## src/rtl/updown_pkg.sv

```systemverilog
// Shared types and step arithmetic for the up/down counter FSM.
//   state_t    : press-detection FSM states
//   step_res_t : {wrap, next} result of one step
//   step_calc  : one up/down step with wrap or clamp at the range bounds
package updown_pkg;

  localparam int unsigned CALC_W = 32;

  typedef enum logic [2:0] {
    IDLE    = 3'd0,
    HELD_UP = 3'd1,
    HELD_DN = 3'd2,
    RPT_UP  = 3'd3,
    RPT_DN  = 3'd4,
    BOTH    = 3'd5
  } state_t;

  typedef struct packed {
    logic              wrap;
    logic [CALC_W-1:0] next;
  } step_res_t;

  // One step of size step_v; one extra bit of headroom so v+step never overflows.
  function automatic step_res_t step_calc(
    input logic [CALC_W-1:0] v,
    input logic              up,
    input logic [CALC_W-1:0] min_v,
    input logic [CALC_W-1:0] max_v,
    input logic [CALC_W-1:0] step_v,
    input logic              sat
  );
    step_res_t         res;
    logic [CALC_W:0]   sum;
    logic [CALC_W:0]   lim;
    logic [CALC_W:0]   one;
    one      = (CALC_W+1)'(1);
    res.wrap = 1'b0;
    res.next = v;
    if (up) begin
      sum = {1'b0, v} + {1'b0, step_v};
      if (sum > {1'b0, max_v}) begin
        res.wrap = 1'b1;
        res.next = sat ? max_v
                       : CALC_W'({1'b0, min_v} + sum - {1'b0, max_v} - one);
      end else begin
        res.next = CALC_W'(sum);
      end
    end else begin
      // v-step < min  <=>  v < min+step, evaluated without going negative
      lim = {1'b0, min_v} + {1'b0, step_v};
      if ({1'b0, v} < lim) begin
        res.wrap = 1'b1;
        res.next = sat ? min_v
                       : CALC_W'({1'b0, max_v} - (lim - {1'b0, v} - one));
      end else begin
        res.next = v - step_v;
      end
    end
    return res;
  endfunction

endpackage

```

## src/rtl/updown_counter_fsm_step.sv

```systemverilog
// Combinational next-value / wrap calculation for one counter step.
//   value_i  : current count
//   up_i     : 1 = step up, 0 = step down
//   next_c_o : count after the step
//   wrap_c_o : step wrapped (or clamped when saturating)
module updown_step
  import updown_pkg::*;
#(
  parameter int unsigned WIDTH    = 8,
  parameter int unsigned MIN_VAL  = 0,
  parameter int unsigned MAX_VAL  = 255,
  parameter int unsigned STEP     = 1,
  parameter int unsigned SATURATE = 0
) (
  input  logic [WIDTH-1:0] value_i,
  input  logic             up_i,
  output logic [WIDTH-1:0] next_c_o,
  output logic             wrap_c_o
);

  step_res_t res_c;

  always_comb begin
    res_c    = step_calc(CALC_W'(value_i), up_i, CALC_W'(MIN_VAL), CALC_W'(MAX_VAL),
                         CALC_W'(STEP), (SATURATE != 0));
    next_c_o = WIDTH'(res_c.next);
    wrap_c_o = res_c.wrap;
  end

endmodule

```

## src/rtl/updown_counter_fsm.sv

```systemverilog
// Two-button up/down counter: one step per press, both-pressed lockout,
// optional auto-repeat while a single button is held.
//   clk, reset (async, active-low)
//   u, d    : debounced, synchronous up/down buttons (level)
//   clr     : synchronous clear of count to MIN_VAL
//   count   : registered count
//   at_max  : count == MAX_VAL (combinational)
//   at_min  : count == MIN_VAL (combinational)
//   wrap    : one-cycle pulse after a step that wrapped or clamped
module updown_counter_fsm
  import updown_pkg::*;
#(
  parameter int unsigned WIDTH         = 8,
  parameter int unsigned MIN_VAL       = 0,
  parameter int unsigned MAX_VAL       = 255,
  parameter int unsigned STEP          = 1,
  parameter int unsigned SATURATE      = 0,
  parameter int unsigned HOLD_CYCLES   = 0,
  parameter int unsigned REPEAT_CYCLES = 1
) (
  input  logic             clk,
  input  logic             reset,
  input  logic             u,
  input  logic             d,
  input  logic             clr,
  output logic [WIDTH-1:0] count,
  output logic             at_max,
  output logic             at_min,
  output logic             wrap
);

  localparam int unsigned TMAX      = (HOLD_CYCLES > REPEAT_CYCLES) ? HOLD_CYCLES : REPEAT_CYCLES;
  localparam int unsigned TW        = $clog2((TMAX > 2) ? TMAX : 2);
  localparam int unsigned HOLD_LAST = (HOLD_CYCLES > 0) ? HOLD_CYCLES - 1 : 0;
  localparam int unsigned RPT_LAST  = (REPEAT_CYCLES > 0) ? REPEAT_CYCLES - 1 : 0;

  state_t           state_q, state_d;
  logic [TW-1:0]    timer_q, timer_d;
  logic [WIDTH-1:0] count_q, count_d;
  logic             wrap_q, wrap_d;

  logic             step_c;
  logic             dir_up_c;
  logic             held_c;
  logic             other_c;
  logic [WIDTH-1:0] step_next_c;
  logic             step_wrap_c;

  // Direction of the step taken this edge; in IDLE a lone press decides it.
  assign dir_up_c = (state_q == IDLE) ? u : ((state_q == HELD_UP) || (state_q == RPT_UP));
  assign held_c   = dir_up_c ? u : d;
  assign other_c  = dir_up_c ? d : u;

  updown_step #(
    .WIDTH    (WIDTH),
    .MIN_VAL  (MIN_VAL),
    .MAX_VAL  (MAX_VAL),
    .STEP     (STEP),
    .SATURATE (SATURATE)
  ) u_step (
    .value_i  (count_q),
    .up_i     (dir_up_c),
    .next_c_o (step_next_c),
    .wrap_c_o (step_wrap_c)
  );

  // State, timer and counter registers.
  always_ff @(posedge clk or negedge reset) begin
    if (!reset) begin
      state_q <= IDLE;
      timer_q <= '0;
      count_q <= WIDTH'(MIN_VAL);
      wrap_q  <= 1'b0;
    end else begin
      state_q <= state_d;
      timer_q <= timer_d;
      count_q <= count_d;
      wrap_q  <= wrap_d;
    end
  end

  // Press detection, lockout and auto-repeat timing.
  always_comb begin
    state_d = state_q;
    timer_d = timer_q;
    step_c  = 1'b0;
    case (state_q)
      IDLE: begin
        timer_d = '0;
        if (u && !d) begin
          step_c  = 1'b1;
          state_d = HELD_UP;
        end else if (!u && d) begin
          step_c  = 1'b1;
          state_d = HELD_DN;
        end else if (u && d) begin
          state_d = BOTH;
        end
      end
      HELD_UP, HELD_DN: begin
        if (!held_c) begin
          state_d = IDLE;
          timer_d = '0;
        end else if (other_c) begin
          state_d = BOTH;
          timer_d = '0;
        end else if (HOLD_CYCLES > 0) begin
          if (timer_q == TW'(HOLD_LAST)) begin
            step_c  = 1'b1;
            timer_d = '0;
            state_d = (state_q == HELD_UP) ? RPT_UP : RPT_DN;
          end else begin
            timer_d = timer_q + TW'(1);
          end
        end
      end
      RPT_UP, RPT_DN: begin
        if (!held_c) begin
          state_d = IDLE;
          timer_d = '0;
        end else if (other_c) begin
          state_d = BOTH;
          timer_d = '0;
        end else if (timer_q == TW'(RPT_LAST)) begin
          step_c  = 1'b1;
          timer_d = '0;
        end else begin
          timer_d = timer_q + TW'(1);
        end
      end
      BOTH: begin
        timer_d = '0;
        if (!u && !d) state_d = IDLE;
      end
      default: begin
        state_d = IDLE;
        timer_d = '0;
      end
    endcase
  end

  // Count update; clear wins over any step but leaves the FSM running.
  always_comb begin
    count_d = count_q;
    wrap_d  = 1'b0;
    if (clr) begin
      count_d = WIDTH'(MIN_VAL);
    end else if (step_c) begin
      count_d = step_next_c;
      wrap_d  = step_wrap_c;
    end
  end

  assign count  = count_q;
  assign wrap   = wrap_q;
  assign at_max = (count_q == WIDTH'(MAX_VAL));
  assign at_min = (count_q == WIDTH'(MIN_VAL));

endmodule

```

## config.mk

```make
export PLATFORM = sky130hd
export DESIGN_NAME = updown_counter_fsm
export DESIGN_NICKNAME = d
export VERILOG_FILES = /design/src/rtl/updown_pkg.sv /design/src/rtl/updown_counter_fsm_step.sv /design/src/rtl/updown_counter_fsm.sv
export SDC_FILE = /design/constraint.sdc
export NUM_CORES = 1
export LEC_CHECK = 0
export ABC_CLOCK_PERIOD_IN_PS = 1900
export CORE_MARGIN = 1.5
export CORE_UTILIZATION = 45
export CTS_CLUSTER_DIAMETER = 200
export DETAILED_ROUTE_END_ITERATION = 8
export HOLD_SLACK_MARGIN = 0.06
export MAX_ROUTING_LAYER = met4
export PLACE_DENSITY = 0.67
export SETUP_SLACK_MARGIN = 0.5
export SLEW_MARGIN = 15
export SYNTH_ARGS = -nofsm -noshare
export SYNTH_HDL_FRONTEND = slang
export SYNTH_SLANG_ARGS = --single-unit
```

## constraint.sdc

```tcl
create_clock -name clk -period 1.9 [get_ports clk]
set_input_delay 0.38 -clock clk [delete_from_list [all_inputs] [get_ports clk]]
set_output_delay 0.38 -clock clk [all_outputs]
set_load 0.005 [all_outputs]
```

### After elaboration in Yosys (flattened, before gate mapping)

Cells that the tools add are included.

* flip-flop bits (word level): 13
* bits of input ports: 5
* output and inout bits: 11
* word-level logic and storage cells: 69

* $add $sub $neg: 8
* $lt $le $gt $ge: 2
* eq/ne operators: 10
* muxes and demuxes: 31
* reduce and logical (&&, ||, !) cells: 14

Operators by type and width (count)
* 32-bit two-way mux: 2
* 32-bit by 1-bit subtractor with 32-bit output, second input constant: 2
* 33-bit by 8-bit > comparator with 1-bit output, second input constant: 1
* 33-bit two-way mux: 1
* 32-bit by 8-bit subtractor with 32-bit output, second input constant: 1
* 8-bit by 32-bit subtractor with 32-bit output, first input constant: 1
* 3-bit two-way mux: 6
* 1-bit two-way mux: 17
* 8-bit two-way mux: 2
* 8-bit by 1-bit adder with 9-bit output, second input constant: 1
* 3-bit case mux with 3 select lines: 1
* 1-bit by 8-bit subtractor with 9-bit output, first input constant: 1
* 8-bit by 1-bit subtractor with 9-bit output, second input constant: 1
* 8-bit equality test, second input constant: 1
* 8-bit logical NOT: 1
* 8-bit by 1-bit less-than comparator with 1-bit output, second input constant: 1
* 3-bit by 2-bit equality test with 1-bit output, second input constant: 2
* 3-bit equality test, second input constant: 2
* 1-bit logical AND: 4
* 4-bit by 1-bit != test with 1-bit output, second input constant: 1
* 1-bit case mux with 2 select lines: 2
* 2-bit OR reduction: 2
* 4-bit OR reduction: 1
* 3-bit by 1-bit equality test with 1-bit output, second input constant: 1
* other kinds (9): 10

### Longest topological paths before layout

Gate-level depths: netlist of the first run.

* depth after elaboration: 9
* depth in mapped cells: 8
* gate-level depth less buffers: 7

### Cells and area by module

Synthesis of the first run repeated with hierarchy kept, for this count alone.

* cells, all modules: 157
* area total of the unflattened synthesis: 1308.8 um^2

Modules (own cells, without submodules)
* updown_counter_fsm: times used 1, cells each 87, area each 828.3 um^2, seq. area each 300.3 um^2
* updown_step: times used 1, cells each 70, area each 480.5 um^2, seq. area each 0.0 um^2

### Worst setup path after synthesis of the first run

Ideal clock, no wire load.

* kind: reg2reg
* from: reg count_q[2], in the netlist count[2]
* to: reg count_q[4], in the netlist count[4]
* setup time: 0.127 ns
* arrival: 1.822 ns
* data required time: 1.773 ns
* path slack: -0.049 ns
* cell stages (with the launch flop): 9
* buffers on the path: 1
* clock period less this slack: 1.949 ns
* path through: dfrtp_1 > clkbuf_1 > inv_1 > ha_1 > nand3b_1 > xor2_1 > mux2i_1 > a21oi_1 > nand3b_1

* word-level cells in the longest chain between the ends: 7
* elaborated cells between the ends (all ways): 14
* classes of those cells: add/sub: 7; order compare: 2; mux: 5

Ends and longest elaborated chain
* start, declared: line updown_counter_fsm.sv:39 `logic [WIDTH-1:0] count_q, count_d;`
* start signal, assigned: line updown_counter_fsm.sv:72 `count_q <= WIDTH'(MIN_VAL);`
* start signal, assigned: line updown_counter_fsm.sv:77 `count_q <= count_d;`
* 1-bit by 8-bit subtractor with 9-bit output or 8-bit by 1-bit adder with 9-bit output (tied branches): line updown_pkg.sv:54, updown_pkg.sv:40
* 32-bit by 1-bit subtractor with 32-bit output or 32-bit by 8-bit subtractor with 32-bit output (tied branches): line updown_pkg.sv:54, updown_pkg.sv:44
* 8-bit by 32-bit subtractor with 32-bit output or 32-bit by 1-bit subtractor with 32-bit output (tied branches): line updown_pkg.sv:54, updown_pkg.sv:44
* 32-bit two-way mux, on equally long branches: line updown_pkg.sv:51, updown_pkg.sv:41
* 33-bit two-way mux (*): line updown_pkg.sv:39 `if (up) begin`
* 8-bit two-way mux (*): line updown_counter_fsm.sv:148 `end else if (step_c) begin`
* 8-bit two-way mux (*): line updown_counter_fsm.sv:146 `if (clr) begin`

Every way passes the cells marked *; elsewhere a longest branch is shown, timed or not. The select of a mux whose other input is x is not followed.
A chain may end at the register's enable or synchronous reset.

### Worst setup path in the final report of the first run

* from: reg count_q[3], in the netlist count[3]
* to: reg count_q[2], in the netlist count[2]

* word-level cells in the longest chain between the ends: 6
* elaborated cells between the ends (all ways): 8
* classes of those cells: add/sub: 1; order compare: 2; mux: 5

Ends and longest elaborated chain
* 8-bit by 1-bit adder with 9-bit output: line updown_pkg.sv:40 `sum = {1'b0, v} + {1'b0, step_v};`
* 33-bit by 8-bit > comparator with 1-bit output: line updown_pkg.sv:41 `if (sum > {1'b0, max_v}) begin`
* 32-bit two-way mux: line updown_pkg.sv:41
* 33-bit two-way mux (*): line updown_pkg.sv:39
* 8-bit two-way mux (*): line updown_counter_fsm.sv:148
* 8-bit two-way mux (*): line updown_counter_fsm.sv:146

Marked as above.

==> results.json, run 1 <==
{
  "drc_errors": 0,
  "postCtsHoldBufs": 0,
  "worstMarginPinSlew_ps": 599,
  "fp.dieW_um": 56.3,
  "viasPerCell": 6.19,
  "final_util_pct": 80.2,
  "powerDensity_nw_per_um2": 1750,
  "synth.area.top_cells": "dfrtp_1, ha_1, mux2i_1",
  "numCtsBuffers": 3,
  "end_kind": "register",
  "peakVddDrop_uv": 1610,
  "setup_viol": 4,
  "power.share.clock_pct": 6.0,
  "die_h_um": 56.3,
  "io_buffers": 15,
  "fin_ws_ps": -112,
  "cts_buffer_depth": 2,
  "synth_cell_types": 39,
  "max_freq_mhz": 497,
  "syn-cell-area_sq_um": 1280,
  "wirelength_um": 5070,
  "start_util_pct": 46.8,
  "fin_skew_ps": 1.96,
  "drive_gt1_share_pct": 53.4,
  "wl_per_cell_um": 19.3,
  "critPathMaxStageDelay_ps": 400,
  "crit_arrival_ps": 2210,
  "cap_violations": 0,
  "final_area_sq_um": 2190,
  "ant_nets": 0,
  "numClockSinks": 12,
  "grt_max_degree": 13,
  "crit_top_cell": "buf_6",
  "hold_viol_final": 0,
  "seqPwrFrac_pct": 12.5,
  "vias": 1629,
  "slowest_stage": "dfrtp_1",
  "drt_first_pass_iters": 5,
  "synthCells": 158,
  "gp_congestion": 0.897,
  "htree_num_levels": 1,
  "syn_to_final_growth_pct": 71.3,
  "rows": 19,
  "intPower_mw": 2.15,
  "dieArea_sq_um": 3170,
  "synth_seq_area_share_pct": 23.5,
  "synth_top_area_share_pct": 23.5,
  "dp_slack_ps": -561,
  "rr_startpoint": "count[3]",
  "crit_path_start": "count[3]",
  "ys_warn_count": 0,
  "clk_latency_ps": 300,
  "antenna_found_initial": 0,
  "grt_usage_pct": 29.0,
  "antenna_cells": 0,
  "avgSynthCellArea_sq_um": 8.10,
  "status": "finished with violations",
  "cts_tree": "yes",
  "post_dp_cell_area_sq_um": 1710,
  "core_area_sq_um": 2730,
  "grt_pass1_wl_um": 6940,
  "power_switching_mw": 1.69,
  "critPathLaunchType": "register",
  "power_frac_comb_pct": 81.5,
  "first_iter_violations": 107,
  "maxSlewViolCount": 0,
  "cp.required_ps": 2090,
  "grt.overflow.total": 0,
  "place_inst": 228,
  "clkTransAtPathRegs_ps": 90,
  "cts_root_buf": "clkbuf_4",
  "yosysTopAreaCell": "dfrtp_1",
  "rsz0062_at_grt": "yes",
  "hold_class": "input pin to asynchronous set/reset pin",
  "path_class": "register to register",
  "switching_share_pct": 44.0,
  "p_total_mw": 3.84,
  "slew_headroom_pct": 60.0,
  "first_global_vias": 1524,
  "crit_fanout": 3,
  "mappedNetlistNets": 175,
  "min_period_ps": 2010,
  "hpwl_um": 2800,
  "crit_chain": "buf_6, or3_4, buf_6, nor4_4, buf_4, mux2i_1, a21oi_1, o31ai_1",
  "violations": "setup timing",
  "p_leak_nw": 0.997,
  "yosys_register_bits": 12,
  "io_pins": 16,
  "finalCritPeriodShare_pct": 106,
  "stdcell_count": 263,
  "fin_nets": 250
}
-- placed cells by master (no fill, tap or decap), drive strengths merged, types with 5 or more instances in the layout --
cell    netlist  layout
nand2         9       9
a31oi         5       5
ha           12      12
nand3         6       6
dfrtp        12      12
inv           7       7
nor3          6       6
or3           5       5
nor2         17      17
buf           4      74
a21oi         8       8
o21ai         9       9
and3          5       5
clkbuf        6       5
mux2i         8       8
-- through the flow --
stage / TNS [ps] / hold WS, ps
floorplan: 0 / 84.4
global placement: -3970 / 575
detailed placement: -4500 / 583
CTS: 0 / 490
global route: -438 / 493
finish: -161 / 453
-- final cells by class --
class | instances | area (sq um)
fill | 168 | 542
sequential | 12 | 309
timing repair buffer | 80 | 697
multi-input combinational | 129 | 1080
clock buffer | 4 | 36.3
tap | 31 | 38.8
inverter | 7 | 31.3
-- repair_timing --
item,CTS,global route
endpoints found under the hold margin,0,0
endpoints found under the setup margin,23,19
resized for setup,71,33
setup buffers,21,10
pin swaps,15,13
-- routing by layer --
metal  vias up  wire length [um]  global-route usage, %
met5         -                 0                      -
met4         0               244                   13.6
met3        29               268                   2.30
met2        89              2660                   53.1
met1       790              1900                   31.7
li1        721                 -                      -
-- critical path: cells and delay by family, from the launching register on --
family	cells	cell delay, ps
AOI/OAI and AO/OA	2	350
and+or+nand+nor	2	470
buffers and inverters	3	450
muxes	1	240
DFF	1	400
-- flip-flops by register name (all words and copies together), names as in the netlist --
name / cells
count: 8
state_q: 3
wrap: 1
-- logic make-up (layout without fill, tap and decap cells) --
family	after synthesis	count (layout)	synth area share, %
buffers and inverters	17	91	5.86
AND/OR/NAND/NOR	67	67	29.0
AO/OA/AOI/OAI	35	35	18.7
flip-flops	12	12	23.5
adder cells (fa/ha/maj)	12	12	11.7
multiplexers	9	9	7.14
XOR/XNOR	6	6	4.11
-- power by group through the flow --
stage | Combinational, mW | Clock [mW] | Sequential [mW]
finish | 3.13 | 0.229 | 0.482
floorplan | 1.28 | 0 | 0.456
global route | 3.35 | 0.229 | 0.492
CTS | 2.70 | 0.217 | 0.467
detailed placement | 2.12 | 0 | 0.492
global placement | 2.04 | 0 | 0.487
-- path summary, 6_finish.rpt --
path	endpoint	cells after the start	slack (ps)
setup / recovery	count[2]	8	-110
hold / removal	state_q[2]	1	450
setup reg to reg	count[2]	8	-110
hold reg to reg	count[1]	3	740
max in group asynchronous	count[6]	1	1020
min in group clk	state_q[2]	4	570
-- Yosys cell counts --
library cell  count
nor2_1           17
dfrtp_1          12
ha_1             12
nand2_1           9
o21ai_0           9
mux2i_1           8
inv_1             7
a21oi_1           6
clkbuf_1          6
nand3_1           6
nor3_1            6
a31oi_1           5
and3_1            5
or3_1             5
nand4b_1          4
xnor2_1           4
buf_2             3
nand2b_1          3
nor4_1            3
a211oi_1          2
a21oi_2           2
and2_1            2
nand3b_1          2
o2111ai_1         2
o311ai_0          2
or4_1             2
xor2_1            2
a211o_1           1
a21boi_0          1
a21o_1            1
a41oi_2           1
buf_6             1
mux2_2            1
nor2b_1           1
nor4_4            1
o21a_1            1
o21ba_2           1
o31ai_1           1
or3b_1            1
Power figures use the tool's default switching activity.
==> inputs of run 2 (changes only) <==
CORE_UTILIZATION = 50   (was 45)
PLACE_DENSITY = 0.74   (was 0.67)
==> run 2 against run 1 <==
The run ends with DRC, setup timing left. Final area up 4.8%. Non-clock buffer count up 6. Die area down 9.5%. Combinational power up 12%. Via count up 12%. Largest cell class unchanged.
==> results.json, run 2 (same netlist as run 1, synthesis figures left out) <==
{
  "stdcell_count": 269,
  "first_global_vias": 1586,
  "setup_viol": 5,
  "largest_reg_flops": 8,
  "gp_congestion": 0.878,
  "rows": 18,
  "worstMarginPinSlew_ps": 616,
  "die_h_um": 53.6,
  "crit_fanout": 3,
  "status": "finished with violations",
  "cts_tree": "yes",
  "drive_gt1_share_pct": 55.9,
  "dieArea_sq_um": 2870,
  "clkTransAtPathRegs_ps": 90,
  "core_area_sq_um": 2450,
  "drc_errors": 2,
  "fin_nets": 256,
  "syn_to_final_growth_pct": 79.5,
  "final_area_sq_um": 2300,
  "critPathLaunchType": "register",
  "end_kind": "register",
  "io_buffers": 15,
  "min_period_ps": 2290,
  "start_util_pct": 52.1,
  "htree_num_levels": 1,
  "slowest_stage": "o31ai_1",
  "wirelength_um": 6340,
  "maxSlewViolCount": 0,
  "ant_nets": 0,
  "grt_max_degree": 13,
  "final_cell_mix": "buf_4, buf_6, nor2_1",
  "grt_usage_pct": 37.7,
  "powerDensity_nw_per_um2": 1800,
  "numClockSinks": 12,
  "violations": "DRC, setup timing",
  "hold_viol_final": 0,
  "cp.required_ps": 2040,
  "postCtsHoldBufs": 0,
  "fp.dieW_um": 53.6,
  "fin_skew_ps": 0.892,
  "antenna_found_initial": 1,
  "clk_latency_ps": 290,
  "hold_class": "input pin to asynchronous set/reset pin",
  "grt.overflow.total": 0,
  "final_common_cell": "buf_4",
  "numCtsBuffers": 3,
  "crit_path_start": "count[3]",
  "cts_buffer_depth": 2,
  "post_dp_cell_area_sq_um": 1710,
  "cts_root_buf": "clkbuf_4",
  "p_leak_nw": 1.03,
  "path_class": "register to register",
  "finalCritPeriodShare_pct": 121,
  "wl_per_cell_um": 23.6,
  "fin_ws_ps": -392,
  "max_freq_mhz": 436,
  "viasPerCell": 6.77,
  "crit_chain": "buf_4, or3_4, buf_6, nor4_4, mux2i_1, a21oi_1, o31ai_1",
  "grt_pass1_wl_um": 7470,
  "crit_arrival_ps": 2430,
  "drt_first_pass_iters": 9,
  "hpwl_um": 2680,
  "critPathMaxStageDelay_ps": 440,
  "vias": 1821,
  "io_pins": 16,
  "rsz0062_at_grt": "yes",
  "first_iter_violations": 203,
  "peakVddDrop_uv": 2050,
  "slew_headroom_pct": 58.8,
  "place_inst": 227,
  "rr_startpoint": "count[3]",
  "cap_violations": 0
}
-- run 2: cell types whose count changed in the layout (fill, tap and decap cells not counted), sizes merged --
| cell | before | now |
|---|---|---|
| buf | 74 | 82 |
| clkbuf | 5 | 4 |
| clkinvlp | 0 | 1 |
| diode | 0 | 1 |
| dlygate4sd2 | 3 | 2 |
| inv | 7 | 6 |
-- run 2: layout make-up --
type                    count  area, sq um
clock buffers               4         26.3
multi-input cells         129         1120
flip-flops and latches     12          307
fillers                    76          158
well taps                  30         37.5
diodes                      1         2.50
inverters                   7         35.0
repair buffers             86          766
-- run 2: critical path, delay by kind of cell, from the launching register on --
kind | cells | cell delay (ps)
compound gates | 2 | 570
buf+inv | 2 | 280
flops | 1 | 410
mux | 1 | 290
simple gates | 2 | 600
-- run 2: where the power goes --
group / internal [mW] / switching, mW / total [mW]
clock: 0.0818 / 0.108 / 0.190
combinational: 1.80 / 1.68 / 3.49
sequential: 0.350 / 0.116 / 0.466
-- run 2: worst paths after layout --
path / endpoint / slack, ps / cells past startpoint
min in group clk: state_q[2] / 650 / 4
max in group asynchronous: count[1] / 1000 / 1
hold / removal: wrap / 470 / 1
hold reg to reg: state_q[1] / 720 / 1
setup reg to reg: count[2] / -390 / 7
setup / recovery: count[2] / -390 / 7
-- run 2: per-layer routing --
metal | vias to the layer above | GRT usage (%) | part of all wire (%)
li1 | 744 | - | -
met1 | 829 | 42.4 | 34
met2 | 186 | 64.0 | 45
met3 | 62 | 8.06 | 12
met4 | 0 | 17.1 | 7.9
met5 | - | - | 0
-- run 2: metrics by stage --
step           setup slack [ps]  setup TNS (ps)  power (mW)  utilization (%)  hold slack [ps]
2_1_floorplan              31.9               0        1.74                -             84.4
3_3_place_gp               -559           -4240        2.49             69.7              587
3_5_place_dp               -626           -4900        2.55             69.7              600
4_1_cts                   -27.2           -48.4        3.36             84.3              475
5_1_grt                    -465           -1130        4.31             93.6              497
6_report                   -392            -707        4.14             93.6              466
-- run 2: what timing repair did --
item	in CTS	in global routing
gates cloned	1	0
setup buffers	26	10
setup endpoints to repair	23	18
gates resized for setup	92	38
pin swaps	16	19
==> inputs of run 3 (changes only) <==
CORE_UTILIZATION = 40   (was 50)
PLACE_DENSITY = 0.61   (was 0.74)
==> run 3 against run 2 <==
The run ends with setup timing left. Fmax is 16% higher. Hold slack improved by 18 ps. Register-to-register slack better by 320 ps. Sequential power up 0.9%. Via count fell by 18%. Clock power is 16% lower. Largest power group unchanged.
==> results.json, run 3 (same netlist as run 1, synthesis figures left out) <==
{
  "status": "finished with violations",
  "violations": "setup timing",
  "powerDensity_nw_per_um2": 1680,
  "end_kind": "register",
  "worstMarginPinSlew_ps": 606,
  "n_fill_cell": 235,
  "grt.overflow.total": 0,
  "r2r_end": "count[2]",
  "io_buffers": 15,
  "final_cell_mix": "buf_4, buf_6, nor2_1",
  "cts_root_buf": "clkbuf_4",
  "syn_to_final_growth_pct": 68.8,
  "viasPerCell": 5.49,
  "fin_skew_ps": 8.07,
  "start_util_pct": 41.9,
  "min_period_ps": 1980,
  "wirelength_um": 4370,
  "numClockSinks": 12,
  "peakVddDrop_uv": 987,
  "vias": 1488,
  "r2r_cells": 6,
  "dieArea_sq_um": 3550,
  "gp_congestion": 0.825,
  "fp.dieW_um": 59.6,
  "p_total_mw": 3.64,
  "core_area_sq_um": 3050,
  "slew_headroom_pct": 59.4,
  "wl_per_cell_um": 16.1,
  "crit_arrival_ps": 2150,
  "endpoint": "count[2]",
  "critPathLaunchType": "register",
  "rsz0062_at_grt": "yes",
  "die_h_um": 59.6,
  "cap_violations": 0,
  "maxSlewViolCount": 0,
  "grt_max_degree": 13,
  "path_class": "register to register",
  "clk_latency_ps": 270,
  "finalCritPeriodShare_pct": 104,
  "ant_nets": 0,
  "post_dp_cell_area_sq_um": 1740,
  "numCtsBuffers": 3,
  "crit_fanout": 3,
  "largest_reg_flops": 8,
  "drive_gt1_share_pct": 51.5,
  "fin_ws_ps": -75.3,
  "grt_pass1_wl_um": 6870,
  "first_iter_violations": 55,
  "max_freq_mhz": 506,
  "cp.required_ps": 2070,
  "clkTransAtPathRegs_ps": 80,
  "final_area_sq_um": 2160,
  "first_global_vias": 1465,
  "dp_slack_ps": -579,
  "cts_tree": "yes",
  "cts_buffer_depth": 2,
  "hold_class": "input pin to asynchronous set/reset pin",
  "setup_viol": 4,
  "hold_viol_final": 0,
  "setup_tns_ps": -173,
  "crit_path_start": "count[4]",
  "r2r_setup_slack_ps": -80,
  "fin_nets": 246,
  "antenna_found_initial": 0,
  "antenna_cells": 0,
  "drc_errors": 0,
  "htree_num_levels": 1,
  "io_pins": 16,
  "rows": 20,
  "drt_first_pass_iters": 5,
  "hpwl_um": 2680,
  "p_leak_nw": 0.978,
  "rr_startpoint": "count[4]",
  "final_common_cell": "buf_4",
  "grt_usage_pct": 25.6
}
==> run 3: power by group <==
group | switching, mW | internal (mW) | leakage [nW]
sequential | 0.118 | 0.351 | 0.151
combinational | 1.38 | 1.63 | 0.814
clock | 0.0857 | 0.0732 | 0.0138
total | 1.58 | 2.06 | 0.978
==> run 3: final cells by class <==
class,count,area (sq um),share of cell area [%]
repair buffers,76,688,31.8
inverters,7,31.3,1.45
flip-flops and latches,12,308,14.2
well taps,44,55.1,2.55
clock buffers,3,22.5,1.04
multi-input cells,129,1060,48.9
==> run 3: worst max-delay path, cell delays in order, from the launching register on <==
cell and delay, ps:
dfrtp_2 400, or3_4 420, buf_6 140, nor4_4 270, mux2i_1 300, a21oi_2 100, o31ai_2 250
==> run 3: what timing repair did <==
action | CTS | global route
hold buffers | 0 | 0
endpoints found under the hold margin | 0 | 0
gates resized for setup | 90 | 25
pin swaps | 17 | 13
endpoints found under the setup margin | 23 | 20
cloned | 0 | 0
buffers inserted | 18 | 7
==> run 3: metal layers <==
| layer | up-vias | GRT usage (%) | wire length [um] |
|---|---|---|---|
| met2 | 55 | 45.1 | 2190 |
| li1 | 718 | - | - |
| met1 | 708 | 33.4 | 1900 |
| met3 | 7 | 1.97 | 240 |
| met4 | 0 | 2.22 | 47 |
| met5 | - | - | 0 |
==> run 3: worst min path at each step <==
stage	from	to	slack, ps
floorplan	reset	count[0]	80
global placement	state_q[0]	state_q[0]	610
detailed placement	state_q[0]	state_q[0]	620
CTS	reset	wrap	510
global route	reset	wrap	530
finish	reset	wrap	480
==> run 3: metrics by stage <==
step           util, %  cells  hold WS [ps]
2_1_floorplan        -    158          84.4
3_3_place_gp      57.1    243           608
3_5_place_dp      57.1    243           618
4_1_cts           66.7    264           508
5_1_grt           70.8    271           531
6_report          70.8    271           484
==> RTL change 1 (settings of run 3) <==
Put a register stage on the outputs `at_max` and `at_min`, with the module's reset. The values now appear one clock later. The other outputs are not delayed to match. Comments in the files are not updated.
--- a/src/rtl/updown_counter_fsm.sv
+++ b/src/rtl/updown_counter_fsm.sv
@@ -153,8 +153,15 @@
 
   assign count  = count_q;
   assign wrap   = wrap_q;
-  assign at_max = (count_q == WIDTH'(MAX_VAL));
-  assign at_min = (count_q == WIDTH'(MIN_VAL));
+  always_ff @(posedge clk or negedge reset) begin
+    if (!reset) begin
+      at_max <= '0;
+      at_min <= '0;
+    end else begin
+      at_max <= (count_q == WIDTH'(MAX_VAL));
+      at_min <= (count_q == WIDTH'(MIN_VAL));
+    end
+  end
 
 endmodule
 
Function: changed (a bounded check fails within 4 cycles, from zero or initial values and one cycle with reset low).
==> RTL change 1 against run 3 <==
The flow still finishes with violations (setup timing). Area after synthesis rose by 3.7%. Largest power group unchanged. Cell area rose by 11%. Sequential cell count rose by 2. Total power rose by 16%. Wire length rose by 6.4%. Worst setup slack got worse by 210 ps. Via count rose by 3.3%. Critical path depth did not move. Cell count rose by 0.74%.
==> RTL change 1: results (changes against run 3) <==
WL met2 2309 um (was 2185 um); # diodes 0 (unchanged); Rel. slew slack 0.6310 (was 0.5944); DRT Wirelength 4654 um (was 4373 um); layout cells sized above 1 0.5808 (was 0.5154); Seq power 0.554 mW (was 0.470 mW); later-pin clock latency in the skew report 290 ps (was 270 ps); Placed Instances 239 (was 243); CP Max Fanout 2 (was 3); violated checks setup timing (unchanged); final setup margin -287.3 ps (was -75.28 ps); pin count of the biggest net entering global routing 15 (was 13); GRT Resource Usage Total 0.2543 (was 0.2564); GR Util met3 0.01279 (was 0.01965); Max stage delay on crit path 490 ps (was 420 ps); worst vdd ir 0.0007613 V (was 0.0009874 V); xor/xnor share of the synthesized area 0.05278 (was 0.04106); FF-to-FF Start count[1] (was count[4]); adder-cell area share of the yosys netlist 0.1131 (was 0.1173); met1 global-route usage 0.3325 (was 0.3342); grt met2 use 0.4163 (was 0.4505); post-synth net total 173 (was 175); FF-to-FF End count[7] (was count[2]); Seq/Total Area, Yosys 0.2639 (was 0.2346); final net count 247 (was 246); outcome complete, but fails checks (unchanged); Metal-1 WL 1963 um (was 1900 um); clock skew 7.588 ps (was 8.072 ps); Yosys cell types 47 (was 39); Area contributors post-synth dfrtp_1 26%, ha_1 11%, nor2_1 4.8% (was dfrtp_1 23%, ha_1 12%, mux2i_1 6.3%); switch share 0.4340 (was 0.4346); Comb pwr share 0.814 (was 0.827); Post-DP Area 1800 um^2 (was 1744 um^2); Reg clk slew, reported paths 100 ps (was 80 ps); setup_tns -1134 ps (was -172.9 ps); detailed-route via count 1,537 (was 1,488); Pleak 1.071 nW (was 0.9783 nW); DPL Wire Length 2928 um (was 2683 um); pre-CTS setup slack -564.5 ps (was -578.8 ps); met3 wire len 236 um (was 240 um); worst path arrival time 2360 ps (was 2150 ps); first-pass GRT wire length 6713 um (was 6872 um); Final Setup Violations 5 (was 4); WL per Instance 17.05 um (was 16.14 um); proportion of synthesized area in mux cells 0.02356 (was 0.07136); CP max-delay cell or4_4 (was or3_4); top cells by count, synth 17 x nor2_1, 14 x dfrtp_1, 12 x ha_1, 11 x inv_1 (was 17 x nor2_1, 12 x dfrtp_1, 12 x ha_1, 9 x nand2_1, 9 x o21ai_0); Synth Area in Compound Gates 0.1847 (was 0.1867); vias in the first global route 1,408 (was 1,465); sw power 1.825 mW (was 1.581 mW); Syn Area/Cell 8.510 um^2 (was 8.101 um^2); Final Wtd Congestion 0.9007 (was 0.8252); DR iter-0 viols 80 (was 55); DR pass1 iterations 4 (was 5)
[RTL change 1: changes by cell type after synthesis, sizes merged, moves of 3 or more]
cell    delta
nand4b     -4
inv        +4
nand4      +4
nor3b      +4
a32o       +3
a31oi      -3
o211ai     +3
mux2i      -6
[RTL change 1: final cells by class]
cell class,count,area [um^2]
Clock buffer,4,36.28
Fill cell,226,710.7
Inverter,11,61.31
Multi-Input combinational cell,122,1170
Sequential cell,14,354.1
Tap cell,44,55.05
Timing Repair Buffer,78,715.7
[RTL change 1: how the worst min path moves through the flow]
stage	start	end	slack (ps)	cells after the start
global placement	state_q[0]	state_q[0]	600	2
CTS	reset	count[4]	410	2
floorplan	reset	at_max	80	0
finish	reset	count[6]	410	2
detailed placement	state_q[0]	state_q[0]	620	2
global route	reset	count[1]	430	2
[RTL change 1: what timing repair did]
action                                  CTS  global route
hold buffers                              0             0
gates resized for setup                  72            47
endpoints found under the setup margin   23            18
endpoints found under the hold margin     0             0
pin swaps                                 6            19
buffers inserted                         17            13
gates cloned                              0             0
==> RTL change 2 (flow settings as in run 3) <==
Without the edit above. `WIDTH` is set to 8 in 2 places; all go to 9.
--- a/src/rtl/updown_counter_fsm_step.sv
+++ b/src/rtl/updown_counter_fsm_step.sv
@@ -6,7 +6,7 @@
 module updown_step
   import updown_pkg::*;
 #(
-  parameter int unsigned WIDTH    = 8,
+  parameter int unsigned WIDTH    = 9,
   parameter int unsigned MIN_VAL  = 0,
   parameter int unsigned MAX_VAL  = 255,
   parameter int unsigned STEP     = 1,
--- a/src/rtl/updown_counter_fsm.sv
+++ b/src/rtl/updown_counter_fsm.sv
@@ -10,7 +10,7 @@
 module updown_counter_fsm
   import updown_pkg::*;
 #(
-  parameter int unsigned WIDTH         = 8,
+  parameter int unsigned WIDTH         = 9,
   parameter int unsigned MIN_VAL       = 0,
   parameter int unsigned MAX_VAL       = 255,
   parameter int unsigned STEP          = 1,
Interface: changed (resized count); port bits go from 16 to 17. No check against the original RTL was run, so the function may have changed too.
==> RTL change 2 against run 3 <==
The run still ends with setup timing left. Sequential cell count is 1 higher. Area after synthesis is 12% higher. Wire length is 14% higher. Cell area is 21% higher. Non-clock buffer count is 20 higher. Total power is 45% higher. Critical path depth is 3 higher. Worst setup slack worse by 250 ps. Critical path type unchanged.
==> RTL change 2: results (changes against run 3) <==
outcome complete, but fails checks (unchanged); violated checks setup timing (unchanged); full die area 3939 um^2 (was 3549 um^2); port bufs 16 (was 15); share of total power in sequential cells 0.098 (was 0.129); # clk buffers 4 (was 3); synthesized flop and latch total 13 (was 12); setup_tns -1840 ps (was -172.9 ps); grt met2 use 0.4543 (was 0.4505); Final Setup Violations 9 (was 4); final setup margin -321.9 ps (was -75.28 ps); post-synth net total 184 (was 175); Rel. slew slack 0.5616 (was 0.5944); DPL Wire Length 3273 um (was 2683 um); GRT Resource Usage Total 0.2668 (was 0.2564); Yosys cell types 55 (was 39); WL per Instance 16.55 um (was 16.14 um); worst path arrival time 2420 ps (was 2150 ps); Seq/Total Area, Yosys 0.2277 (was 0.2346); clock group power 0.177 mW (was 0.159 mW); clock-cell share of area 0.01001 (was 0.01042); final net count 274 (was 246); GR Util met3 0.04685 (was 0.01965); CP Max Fanout 2 (was 3); Metal-1 WL 2098 um (was 1900 um); CP endpoint count[8] (was count[2]); Post-CTS Setup Bufs 22 (was 18); Data buffer area share 0.3376 (was 0.3185); met1 global-route usage 0.3281 (was 0.3342); DR pass1 iterations 4 (was 5)
## RTL change 2: changes by cell type in the layout (fill, tap and decap cells not counted), moves of 4 or more
cell / delta
mux2i_1: -5
buf_4: +9
inv_1: +5
a31oi_1: -4
nor2_1: -5
ha_4: +5
buf_6: +9
## RTL change 2: worst max-delay path, delay by kind of cell, from the launching register on
| family | cells | cell delay (ps) |
|---|---|---|
| AO/OA/AOI/OAI | 3 | 320 |
| adder cells (fa/ha/maj) | 2 | 410 |
| flip-flops | 1 | 400 |
| AND/OR/NAND/NOR | 4 | 1020 |
## RTL change 2: logic make-up (layout without fill, tap and decap cells)
group / after synthesis / after routing / synth area share
multiplexers: 5 / 5 / 0.04028
AND/OR/NAND/NOR: 61 / 61 / 0.2478
buffers and inverters: 24 / 112 / 0.1024
AO/OA/AOI/OAI: 44 / 45 / 0.2312
adder cells (fa/ha/maj): 13 / 13 / 0.1138
XOR/XNOR: 6 / 6 / 0.03678
flip-flops: 13 / 13 / 0.2277
